**config.mk**
```make
export PLATFORM = sky130hd
export DESIGN_NAME = wb_uart_slave_flat
export DESIGN_NICKNAME = d
export VERILOG_FILES = /design/src/rtl/wb_uart_slave_if.sv /design/src/rtl/wb_uart_slave.sv /design/src/flat_wrapper.sv
export SDC_FILE = /design/constraint.sdc
export NUM_CORES = 1
export LEC_CHECK = 0
export CORE_UTILIZATION = 56
export CTS_CLUSTER_DIAMETER = 120
export DETAILED_ROUTE_END_ITERATION = 8
export GPL_ROUTABILITY_DRIVEN = 0
export PLACE_DENSITY = 0.81
export REMOVE_ABC_BUFFERS = 1
export SETUP_SLACK_MARGIN = 0.02
export SLEW_MARGIN = 25
export SYNTH_ARGS = -nofsm -noshare
export SYNTH_HDL_FRONTEND = slang
export SYNTH_SLANG_ARGS = --single-unit
export TNS_END_PERCENT = 5
```
**constraint.sdc**
```tcl
create_clock -name CLK_I -period 4.47 [get_ports CLK_I]
set_clock_uncertainty 0.05 [all_clocks]
set_input_delay 0.6705 -clock CLK_I [delete_from_list [all_inputs] [get_ports CLK_I]]
set_output_delay 0.6705 -clock CLK_I [all_outputs]
set_load 0.02 [all_outputs]
```
**src/rtl/wb_uart_slave_if.sv**
```systemverilog
// rtl/wb_uart_slave_if.sv - Wishbone classic bus bundle between the data-side interconnect and the UART slave
// Signals (slave view):
//   WBS_CYC_I/WBS_STB_I  bus cycle and strobe
//   WBS_ADR_I            byte address, slave decodes [3:0] only
//   WBS_WE_I             write enable
//   WBS_DAT_I/WBS_SEL_I  write data and byte selects
//   WBS_DAT_O            read data, valid in the ACK cycle
//   WBS_ACK_O/WBS_ERR_O  one-cycle normal / error termination
interface wb_uart_slave_if #(
    parameter int WISHBONE_ADDR_WIDTH = 32,
    parameter int WISHBONE_BUS_WIDTH  = 32
);
    logic                              WBS_CYC_I;
    logic                              WBS_STB_I;
    logic [WISHBONE_ADDR_WIDTH-1:0]    WBS_ADR_I;
    logic                              WBS_WE_I;
    logic [WISHBONE_BUS_WIDTH-1:0]     WBS_DAT_I;
    logic [WISHBONE_BUS_WIDTH/8-1:0]   WBS_SEL_I;
    logic [WISHBONE_BUS_WIDTH-1:0]     WBS_DAT_O;
    logic                              WBS_ACK_O;
    logic                              WBS_ERR_O;

    modport master (
        output WBS_CYC_I, WBS_STB_I, WBS_ADR_I, WBS_WE_I, WBS_DAT_I, WBS_SEL_I,
        input  WBS_DAT_O, WBS_ACK_O, WBS_ERR_O
    );

    modport slave (
        input  WBS_CYC_I, WBS_STB_I, WBS_ADR_I, WBS_WE_I, WBS_DAT_I, WBS_SEL_I,
        output WBS_DAT_O, WBS_ACK_O, WBS_ERR_O
    );
endinterface

```
**src/rtl/wb_uart_slave.sv**
```systemverilog
// rtl/wb_uart_slave.sv - Wishbone classic UART slave: 8N1 transmitter, 8N1 receiver, programmable baud divisor
// Ports:
//   CLK_I    single clock, rising edge
//   RST_NI   asynchronous active-low reset
//   wbs      Wishbone slave bundle (wb_uart_slave_if.slave)
//   UART_TX  serial output, idle high
//   UART_RX  serial input, asynchronous to CLK_I
// Registers (ADR[3:0]): 0x0 TXDATA (W), 0x4 RXDATA (R), 0x8 STATUS (R), 0xC DIV (R/W)
module wb_uart_slave #(
    parameter int          WISHBONE_ADDR_WIDTH = 32,
    parameter int          WISHBONE_BUS_WIDTH  = 32,
    parameter logic [15:0] DEFAULT_DIV         = 16'd868
) (
    input  logic                  CLK_I,
    input  logic                  RST_NI,
    wb_uart_slave_if.slave        wbs,
    output logic                  UART_TX,
    input  logic                  UART_RX
);

    typedef enum logic [1:0] {S_IDLE, S_START, S_DATA, S_STOP} state_t;

    // bus side
    logic                          r_ack;
    logic                          r_err;
    logic [WISHBONE_BUS_WIDTH-1:0] r_dat;
    logic [15:0]                   r_div;
    logic                          r_tx_go;
    logic [7:0]                    r_tx_data;

    // transmitter
    state_t      r_tx_state;
    logic        r_tx;
    logic        r_tx_busy;
    logic [15:0] r_tx_cnt;
    logic [15:0] r_tx_div;
    logic [7:0]  r_tx_shift;
    logic [2:0]  r_tx_bit;

    // receiver
    state_t      r_rx_state;
    logic        r_rx_s1, r_rx_s2, r_rx_s3;
    logic [15:0] r_rx_cnt;
    logic [15:0] r_rx_div;
    logic [7:0]  r_rx_shift;
    logic [2:0]  r_rx_bit;
    logic [7:0]  r_rx_byte;
    logic        r_rx_valid;
    logic        r_rx_ovr;
    logic        r_rx_ferr;

    logic                          w_req;
    logic                          w_acc;
    logic [3:0]                    w_adr;
    logic                          w_err;
    logic                          w_tx_start;
    logic                          w_div_wr;
    logic                          w_rx_clr;
    logic [WISHBONE_BUS_WIDTH-1:0] w_rdata;
    logic                          w_tx_end;
    logic                          w_rx_end;
    logic                          w_rx_half;
    logic                          w_rx_fall;
    logic                          w_unused;

    assign w_unused = ^{wbs.WBS_ADR_I[WISHBONE_ADDR_WIDTH-1:4],
                        wbs.WBS_DAT_I[WISHBONE_BUS_WIDTH-1:16],
                        wbs.WBS_SEL_I[WISHBONE_BUS_WIDTH/8-1:2]};

    // ACK/ERR high blocks a new request, so a strobe held through the
    // termination cycle is not taken as a second access.
    assign w_req = wbs.WBS_CYC_I & wbs.WBS_STB_I & ~r_ack & ~r_err;
    assign w_acc = w_req & ~w_err;
    assign w_adr = wbs.WBS_ADR_I[3:0];

    always_comb begin
        w_err      = 1'b0;
        w_tx_start = 1'b0;
        w_div_wr   = 1'b0;
        w_rx_clr   = 1'b0;
        w_rdata    = '0;
        if (w_adr[1:0] != 2'b00) begin
            w_err = 1'b1;
        end else begin
            case (w_adr[3:2])
                2'd0: begin
                    if (wbs.WBS_WE_I) begin
                        // r_tx_go covers the cycle between ACK and the FSM leaving IDLE
                        if (r_tx_busy | r_tx_go) w_err = 1'b1;
                        else                     w_tx_start = wbs.WBS_SEL_I[0];
                    end
                end
                2'd1: begin
                    if (wbs.WBS_WE_I) begin
                        w_err = 1'b1;
                    end else begin
                        w_rdata[7:0] = r_rx_byte;
                        w_rx_clr     = 1'b1;
                    end
                end
                2'd2: begin
                    if (wbs.WBS_WE_I) w_err = 1'b1;
                    else              w_rdata[3:0] = {r_rx_ferr, r_rx_ovr, r_rx_valid, r_tx_busy};
                end
                default: begin
                    if (wbs.WBS_WE_I) begin
                        if (wbs.WBS_SEL_I[1:0] != 2'b11 || wbs.WBS_DAT_I[15:0] < 16'd4) w_err = 1'b1;
                        else                                                             w_div_wr = 1'b1;
                    end else begin
                        w_rdata[15:0] = r_div;
                    end
                end
            endcase
        end
    end

    always_ff @(posedge CLK_I or negedge RST_NI) begin
        if (!RST_NI) begin
            r_ack     <= 1'b0;
            r_err     <= 1'b0;
            r_dat     <= '0;
            r_div     <= DEFAULT_DIV;
            r_tx_go   <= 1'b0;
            r_tx_data <= 8'd0;
        end else begin
            r_ack   <= w_acc;
            r_err   <= w_req & w_err;
            r_dat   <= w_acc ? w_rdata : '0;
            r_tx_go <= w_acc & w_tx_start;
            if (w_acc & w_tx_start) r_tx_data <= wbs.WBS_DAT_I[7:0];
            if (w_acc & w_div_wr)   r_div     <= wbs.WBS_DAT_I[15:0];
        end
    end

    assign wbs.WBS_ACK_O = r_ack;
    assign wbs.WBS_ERR_O = r_err;
    assign wbs.WBS_DAT_O = r_dat;

    // Transmitter: divisor is captured when the frame starts.
    assign w_tx_end = (r_tx_cnt == r_tx_div - 16'd1);

    always_ff @(posedge CLK_I or negedge RST_NI) begin
        if (!RST_NI) begin
            r_tx_state <= S_IDLE;
            r_tx       <= 1'b1;
            r_tx_busy  <= 1'b0;
            r_tx_cnt   <= 16'd0;
            r_tx_div   <= 16'd0;
            r_tx_shift <= 8'd0;
            r_tx_bit   <= 3'd0;
        end else begin
            case (r_tx_state)
                S_IDLE: begin
                    if (r_tx_go) begin
                        r_tx_state <= S_START;
                        r_tx       <= 1'b0;
                        r_tx_busy  <= 1'b1;
                        r_tx_cnt   <= 16'd0;
                        r_tx_div   <= r_div;
                        r_tx_shift <= r_tx_data;
                    end
                end
                S_START: begin
                    if (w_tx_end) begin
                        r_tx_cnt   <= 16'd0;
                        r_tx_bit   <= 3'd0;
                        r_tx       <= r_tx_shift[0];
                        r_tx_state <= S_DATA;
                    end else begin
                        r_tx_cnt <= r_tx_cnt + 16'd1;
                    end
                end
                S_DATA: begin
                    if (w_tx_end) begin
                        r_tx_cnt <= 16'd0;
                        if (r_tx_bit == 3'd7) begin
                            r_tx       <= 1'b1;
                            r_tx_state <= S_STOP;
                        end else begin
                            r_tx_bit   <= r_tx_bit + 3'd1;
                            r_tx_shift <= {1'b0, r_tx_shift[7:1]};
                            r_tx       <= r_tx_shift[1];
                        end
                    end else begin
                        r_tx_cnt <= r_tx_cnt + 16'd1;
                    end
                end
                default: begin
                    if (w_tx_end) begin
                        r_tx_state <= S_IDLE;
                        r_tx_busy  <= 1'b0;
                        r_tx_cnt   <= 16'd0;
                    end else begin
                        r_tx_cnt <= r_tx_cnt + 16'd1;
                    end
                end
            endcase
        end
    end

    assign UART_TX = r_tx;

    // Receiver: r_rx_s3 is only the previous synchronized value for edge detection.
    assign w_rx_fall = r_rx_s3 & ~r_rx_s2;
    assign w_rx_end  = (r_rx_cnt == r_rx_div - 16'd1);
    assign w_rx_half = (r_rx_cnt == (r_rx_div >> 1) - 16'd1);

    always_ff @(posedge CLK_I or negedge RST_NI) begin
        if (!RST_NI) begin
            r_rx_s1    <= 1'b1;
            r_rx_s2    <= 1'b1;
            r_rx_s3    <= 1'b1;
            r_rx_state <= S_IDLE;
            r_rx_cnt   <= 16'd0;
            r_rx_div   <= 16'd0;
            r_rx_shift <= 8'd0;
            r_rx_bit   <= 3'd0;
            r_rx_byte  <= 8'd0;
            r_rx_valid <= 1'b0;
            r_rx_ovr   <= 1'b0;
            r_rx_ferr  <= 1'b0;
        end else begin
            r_rx_s1 <= UART_RX;
            r_rx_s2 <= r_rx_s1;
            r_rx_s3 <= r_rx_s2;

            // A read clears the flags first; a byte landing on the same edge
            // then re-sets them below, so the read never causes an overrun.
            if (w_acc & w_rx_clr) begin
                r_rx_valid <= 1'b0;
                r_rx_ovr   <= 1'b0;
                r_rx_ferr  <= 1'b0;
            end

            case (r_rx_state)
                S_IDLE: begin
                    if (w_rx_fall) begin
                        r_rx_state <= S_START;
                        r_rx_cnt   <= 16'd0;
                        r_rx_div   <= r_div;
                    end
                end
                S_START: begin
                    if (w_rx_half) begin
                        r_rx_cnt   <= 16'd0;
                        r_rx_bit   <= 3'd0;
                        r_rx_state <= r_rx_s2 ? S_IDLE : S_DATA;
                    end else begin
                        r_rx_cnt <= r_rx_cnt + 16'd1;
                    end
                end
                S_DATA: begin
                    if (w_rx_end) begin
                        r_rx_cnt   <= 16'd0;
                        r_rx_shift <= {r_rx_s2, r_rx_shift[7:1]};
                        if (r_rx_bit == 3'd7) r_rx_state <= S_STOP;
                        else                  r_rx_bit   <= r_rx_bit + 3'd1;
                    end else begin
                        r_rx_cnt <= r_rx_cnt + 16'd1;
                    end
                end
                default: begin
                    if (w_rx_end) begin
                        r_rx_cnt   <= 16'd0;
                        r_rx_state <= S_IDLE;
                        if (r_rx_s2) begin
                            if (!r_rx_valid || (w_acc & w_rx_clr)) begin
                                r_rx_byte  <= r_rx_shift;
                                r_rx_valid <= 1'b1;
                            end else begin
                                r_rx_ovr <= 1'b1;
                            end
                        end else begin
                            r_rx_ferr <= 1'b1;
                        end
                    end else begin
                        r_rx_cnt <= r_rx_cnt + 16'd1;
                    end
                end
            endcase
        end
    end

endmodule

```
**src/flat_wrapper.sv**
```systemverilog
// flat-port wrapper written by rule: the top's interface ports become plain ports
module wb_uart_slave_flat 
#(
    parameter int          WISHBONE_ADDR_WIDTH = 32,
    parameter int          WISHBONE_BUS_WIDTH  = 32,
    parameter logic [15:0] DEFAULT_DIV         = 16'd868
)
  (CLK_I, RST_NI, UART_TX, UART_RX, wbs_WBS_CYC_I, wbs_WBS_STB_I, wbs_WBS_ADR_I, wbs_WBS_WE_I, wbs_WBS_DAT_I, wbs_WBS_SEL_I, wbs_WBS_DAT_O, wbs_WBS_ACK_O, wbs_WBS_ERR_O);
  wb_uart_slave_if #(.WISHBONE_ADDR_WIDTH(WISHBONE_ADDR_WIDTH), .WISHBONE_BUS_WIDTH(WISHBONE_BUS_WIDTH)) wbs_i ();
  input  logic CLK_I;
  input  logic RST_NI;
  output logic UART_TX;
  input  logic UART_RX;
  input wire logic [$bits(wbs_i.WBS_CYC_I)-1:0] wbs_WBS_CYC_I;
  input wire logic [$bits(wbs_i.WBS_STB_I)-1:0] wbs_WBS_STB_I;
  input wire logic [$bits(wbs_i.WBS_ADR_I)-1:0] wbs_WBS_ADR_I;
  input wire logic [$bits(wbs_i.WBS_WE_I)-1:0] wbs_WBS_WE_I;
  input wire logic [$bits(wbs_i.WBS_DAT_I)-1:0] wbs_WBS_DAT_I;
  input wire logic [$bits(wbs_i.WBS_SEL_I)-1:0] wbs_WBS_SEL_I;
  output wire logic [$bits(wbs_i.WBS_DAT_O)-1:0] wbs_WBS_DAT_O;
  output wire logic [$bits(wbs_i.WBS_ACK_O)-1:0] wbs_WBS_ACK_O;
  output wire logic [$bits(wbs_i.WBS_ERR_O)-1:0] wbs_WBS_ERR_O;
  assign wbs_i.WBS_CYC_I = wbs_WBS_CYC_I;
  assign wbs_i.WBS_STB_I = wbs_WBS_STB_I;
  assign wbs_i.WBS_ADR_I = wbs_WBS_ADR_I;
  assign wbs_i.WBS_WE_I = wbs_WBS_WE_I;
  assign wbs_i.WBS_DAT_I = wbs_WBS_DAT_I;
  assign wbs_i.WBS_SEL_I = wbs_WBS_SEL_I;
  assign wbs_WBS_DAT_O = wbs_i.WBS_DAT_O;
  assign wbs_WBS_ACK_O = wbs_i.WBS_ACK_O;
  assign wbs_WBS_ERR_O = wbs_i.WBS_ERR_O;
  wb_uart_slave #(.WISHBONE_ADDR_WIDTH(WISHBONE_ADDR_WIDTH), .WISHBONE_BUS_WIDTH(WISHBONE_BUS_WIDTH), .DEFAULT_DIV(DEFAULT_DIV)) u_core (.CLK_I(CLK_I), .RST_NI(RST_NI), .wbs(wbs_i), .UART_TX(UART_TX), .UART_RX(UART_RX));
endmodule
```
* After elaboration in Yosys (flattened, before gate mapping)
Index checks and enable logic that the tools add are counted.
** Operators by class
- Add/subtract/negate cells :: 7
- Multipliers :: 0
- Div/mod/pow operators :: 0
- Order comparisons :: 1
- Equal/unequal tests :: 22
- Shift operators :: 0
- Muxes and demuxes :: 80
- Bitwise logic cells :: 16
- Reductions and logical operators :: 29
** Operators with widths (count)
- $mux W16 :: 9
- $eq A16 B16 Y1 :: 3
- $mux W8 :: 5
- $mux W1 :: 37
- $add A16 B1 Y16 const B :: 2
- $pmux W16 S2 :: 1
- $sub A16 B1 Y16 const B :: 2
- $mux W2 :: 11
- $reduce_and A4 Y1 :: 5
- $mux W3 :: 6
- $lt A16 B3 Y1 const B :: 1
- $ne A2 B1 Y1 const B :: 8
- $pmux W8 S2 :: 1
- $sub A15 B1 Y16 const B :: 1
- $pmux W2 S3 :: 2
- $pmux W3 S2 :: 2
- $pmux W4 S3 :: 1
- $reduce_and A5 Y1 :: 2
- $reduce_bool A2 Y1 :: 5
- $and A1 B1 Y1 :: 9
- $pmux W4 S2 :: 1
- $add A3 B1 Y3 const B :: 2
- $eq A2 B1 Y1 const B :: 3
- $eq A2 B2 Y1 const B :: 3
- 15 further kinds :: 33
** Word-level totals
- Flip-flop bits (word level) :: 165
- Latch bits :: 0
- Memory bits (writable) :: 0
- ROM bits :: 0
- Output and inout port bits :: 35
- Word-level logic and storage cells :: 180
- Memories kept :: 0

* Longest topological paths before layout
- Word-level depth :: 14
- Mapped depth :: 13
- Depth with buffers taken out :: 10

* Worst setup path before layout
Ideal clock, no wire load.
- Path type :: reg2reg
- Start point :: register u_core.r_rx_div[1]
- End point :: register u_core.r_rx_shift[0]
- Arrival :: 3.399 ns
- Slack :: 0.897 ns
- Cell stages (with the launch flop) :: 13
- Buffers on the path :: 2
- Period minus slack after synthesis :: 3.573 ns
- Cell sequence :: dfrtp_1 inv_1 ha_1 or4b_1 buf_6 nor4b_4 a22oi_1 o22a_1 or4b_4 nor4_4 and2_1 buf_6 mux2_2
** Between the ends
- Word-level cells in the longest chain between the ends :: 3
** RTL lines
- from (decl) :: RTL line wb_uart_slave.sv:44 : logic [15:0] r_rx_div;
- from (signal assigned) :: RTL line wb_uart_slave.sv:240 : r_rx_div <= r_div;
- $sub A16 B1 Y16 :: RTL line wb_uart_slave.sv:205 : assign w_rx_end = (r_rx_cnt == r_rx_div - 16'd1);
- $eq A16 B16 Y1 :: RTL line wb_uart_slave.sv:205
- $reduce_and A2 Y1 (no line)
- to (signal assigned) :: RTL line wb_uart_slave.sv:255 : r_rx_shift <= {r_rx_s2, r_rx_shift[7:1]};
- to (decl) :: RTL line wb_uart_slave.sv:45 : logic [7:0] r_rx_shift;
No other way between the ends.
A chain may end at the register's enable or synchronous reset.

* Final worst setup path
- Start point :: register u_core.r_rx_div[1]
- End point :: register u_core.r_rx_cnt[8]
** Between the ends
- Word-level cells in the longest chain between the ends :: 4
- Elaborated cells on any way between the ends :: 7
- Classes of those cells :: add/sub: 2; eq/ne: 2; mux: 3
** RTL lines
- $sub A16 B1 Y16 or $sub A15 B1 Y16 (tied branches) :: RTL line wb_uart_slave.sv:205, wb_uart_slave.sv:206
- $eq A16 B16 Y1, on equally long branches :: RTL line wb_uart_slave.sv:205, wb_uart_slave.sv:206
- $mux W16, on equally long branches :: RTL line wb_uart_slave.sv:253, wb_uart_slave.sv:263, wb_uart_slave.sv:244
- $pmux W16 S2 (*) :: RTL line wb_uart_slave.sv:235 : case (r_rx_state)
- to (signal assigned) :: RTL line wb_uart_slave.sv:249 : r_rx_cnt <= r_rx_cnt + 16'd1;
- to (signal assigned) :: RTL line wb_uart_slave.sv:259 : r_rx_cnt <= r_rx_cnt + 16'd1;
- to (signal assigned) :: RTL line wb_uart_slave.sv:277 : r_rx_cnt <= r_rx_cnt + 16'd1;
- to (decl) :: RTL line wb_uart_slave.sv:43 : logic [15:0] r_rx_cnt;
Every way passes the cells marked *; elsewhere a longest branch is shown, timed or not.

==> metrics.md <==
| Metric | Value |
|---|---|
| Post-cts sizing count | 0 |
| Slew @ Worst Pin | 0.822 ns |
| GRT Total Usage | 24.1% |
| Syn_area_per_cell | 10.4 um2 |
| Sw Ratio | 28.8% |
| Die Width | 124 um |
| Area Growth Syn to Fin | 12.7% |
| Total CTS buffers | 17 |
| Area of the core | 0.0145 mm2 |
| Number of global-route vias before repair | 5656 |
| Sw Pwr | 0.00103 W |
| Combinational share of power | 19.5% |
| Total Wirelength | 17.2 mm |
| NumNets Final | 920 |
| Async set or reset register ratio after synthesis | 100% |
| First-pass DRT Iterations | 5 |
| Clock Path Buffers | 2 |
| Worst Hold Margin | 0.260 ns |
| FP Rows | 44 |
| Port Buffers | 46 |
| Area contributors post-synth | dfrtp_1 42%, mux2_2 10%, xnor2_1 3.9%, nor2_1 3.3%, xor2_1 3.1% |
| Largest net degree at the start of global routing | 107 |
| Mapped Area | 0.00832 mm2 |
| CP Launch Type | register |
| Fill cell count | 1167 |
| Critical path fanouts, max | 14 |
| Total grt overflow | 0 |
| Slew HR | 45.2% |
| Multi-input gate area | 0.00423 mm2 |
| Critical path capture point type | register |
| First-pass GRT wire length | 28.3 mm |
| H-tree depth | 4 |
| Hold Crit Class | in -> async |
| Vias after detailed routing | 6118 |
| YS warnings | 0 |
| Post-layout min period | 4.04 ns |
| Worst Setup SP | u_core.r_rx_div[1] |
| Clk Latency, worst-skew pair | 0.43 ns |
| Number of remaining DRC errors | 0 |
| HPWL after DPL | 11.8 mm |
| Max-slew violations | 0 |
| Setup_tns | 0 ns |
| Yosys reg bits | 149 |
| Unique masters post-synth | 72 |
| Via-to-Cell Ratio | 5.96 |
| Reg power frac | 42.7% |
| I/O pins | 109 |
| Layout cells sized above 1 | 16.4% |
| Leakage power | 4.47 nW |
| Post-synth EDFFs | 0 |
| Clock group share of total power | 37.7% |
| Diode count | 0 |
| Initial Utilization | 57.2% |
| Worst-path clk slew | 0.06 ns |
| CP required | 4.71 ns |
| WS Path Type | reg -> reg |
| Status | complete, no violations |
| First DRT Iteration DRCs | 550 |
| Postcts setup bufs | 0 |
| Sequential area share after synthesis | 45.0% |
| Initial antenna violation count | 0 |
| Wire per inst | 16.7 um |
| Int Pwr | 0.00255 W |
| Ys flop type | dfrtp_1 |
| Endpoints failing hold | 0 |
| Hold_buf cts | 0 |
| Die footprint | 0.0153 mm2 |
| Final Util | 64.5% |
| Routed Antenna Nets | 0 |
| Inst Count DP | 994 |
| F_max | 248 MHz |
| Final Setup Violations | 0 |
| Arrival @ worst endpoint | 4.28 ns |
| Synth top area share | 42.1% |
| Root buf cell | clkbuf_16 |
| Synth area leader | dfrtp_1 |
| Clk sinks | 149 |
| Fraction of the cycle the final worst path needs | 90.3% |
| Register Area | 0.00374 mm2 |
| Max VDD drop | 0.295 mV |
| Reg-to-reg startpoint | u_core.r_rx_div[1] |
| Final Non-Filler Cells | 1026 |
| RSZ-0062 raised after global routing | false |
| Die height | 124 um |
| Pwr dens | 382 mW/mm2 |
| CTS tree | done |
| Max Cap Viol | 0 |
| Cells after Synth | 803 |
-- cells by family (layout without fill, tap and decap cells) --
family / after synthesis / after routing / synth area share (%)
compound gates: 126 / 126 / 10.2
fa+ha+maj: 17 / 17 / 2.56
xor+xnor: 66 / 66 / 6.95
mux: 88 / 88 / 11.7
buf+inv: 83 / 107 / 4.95
flops: 149 / 149 / 45.0
other cells: 1 / 16 / 0.0451
simple gates: 273 / 273 / 18.6
-- layout by cell type (no fill, tap or decap), drive strengths merged, types with 5 or more instances in the layout --
cell             n
clkdlybuf4s50   45
nor4            18
dfrtp          140
nor3            14
or3              6
a22o             6
and2             7
o21ai           21
nand2b          20
nand2           32
nor2            72
xnor2           37
nor2b            7
conb            16
mux2            76
buf              9
clkbuf          26
mux2i           12
nor4b            8
a22oi           10
dfstp            9
xor2            29
or4              5
ha              17
inv             20
a31oi           16
and3            21
nand4           16
nand3           26
a21oi           30
-- power groups by stage --
stage / sequential [W] / clock [W] / combinational, W
CTS: 0.00153 / 0.00137 / 0.000696
global route: 0.00154 / 0.00143 / 0.000784
finish: 0.00153 / 0.00135 / 0.000698
floorplan: 0.00153 / 0 / 0.000511
detailed placement: 0.00155 / 0 / 0.000686
global placement: 0.00155 / 0 / 0.000668
-- Yosys cell counts (4+ instances only) --
master       n
a22oi_1     10
o2bb2ai_1    4
xor2_1      29
nor2_1      72
a41oi_1      4
mux2_2      76
nand3b_1     4
nor4b_1      7
nand2_1     32
ha_1        17
buf_2        8
nor4_1      15
and3_1      21
nor3_1      14
a22o_1       6
dfrtp_1    140
clkbuf_1    33
or3_1        6
or4_1        5
nand4_1     15
mux2i_1     12
nand2b_1    20
buf_4       18
o21ai_0     21
xnor2_1     37
dfstp_2      9
a211o_1      4
and2_1       6
a21oi_1     29
nand3_1     26
inv_1       20
a31oi_1     16
nor2b_1      7
-- worst max-delay path, stage by stage (launching register included) --
cell and delay, ns:
dfrtp_1 0.40, inv_1 0.11, ha_1 0.27, or4b_1 0.70, or4b_2 0.70, nand3_1 0.10, a31oi_1 0.09, nor4_1 0.62
and4_1 0.32, a211o_1 0.44, nor2_1 0.11
-- stage by stage --
step | cell area [um2] | total power (W) | setup WS (ns)
after floorplan | 8040 | 0.00204 | 0.759
after CTS | 9360 | 0.00359 | 0.470
after global routing | 9370 | 0.00375 | 0.246
after detailed placement | 8800 | 0.00224 | 0.576
after global placement | 8800 | 0.00221 | 0.617
final | 9370 | 0.00358 | 0.432
-- state kept, by name (all words and copies together) (netlist names), 2 cells and up --
register              cells
u_core.r_tx_data          8
u_core.r_rx_byte          8
u_core.r_tx_state         2
u_core.wbs.WBS_DAT_O     16
u_core.r_rx_state         2
u_core.r_rx_shift         8
u_core.r_rx_bit           3
u_core.r_rx_cnt          16
u_core.r_tx_bit           3
u_core.r_tx_cnt          16
u_core.r_tx_div          16
u_core.r_div             16
u_core.r_rx_div          16
u_core.r_tx_shift         8
-- per-layer routing --
layer	share of wire (%)	vias up	wire, um	track usage (%)
met2	46	160	7890	36.6
met5	0	-	0	0
li1	-	2902	-	-
met1	48	3033	8230	34.4
met3	4.5	23	776	4.72
met4	1.5	0	263	8.81
-- cell type report --
cell class	instances	area share [%]
multi-input cells	586	45.2
flip-flops and latches	149	39.9
repair buffers	55	5.68
clock buffers	25	5.18
well taps	184	2.46
inverters	20	0.801
clock inverters	7	0.775
-- worst paths after layout --
path / end / slack, ns / cells past startpoint
setup reg to reg: u_core.r_rx_cnt[8] / 0.43 / 10
setup / recovery: u_core.r_rx_cnt[8] / 0.43 / 10
hold / removal: u_core.r_rx_cnt[11] / 0.26 / 1
min in group CLK_I: u_core.r_rx_s2 / 0.30 / 0
max in group asynchronous: u_core.UART_TX / 3.19 / 2
hold reg to reg: u_core.r_rx_s2 / 0.30 / 0
No activity file was read; power rests on OpenSTA's default activity.
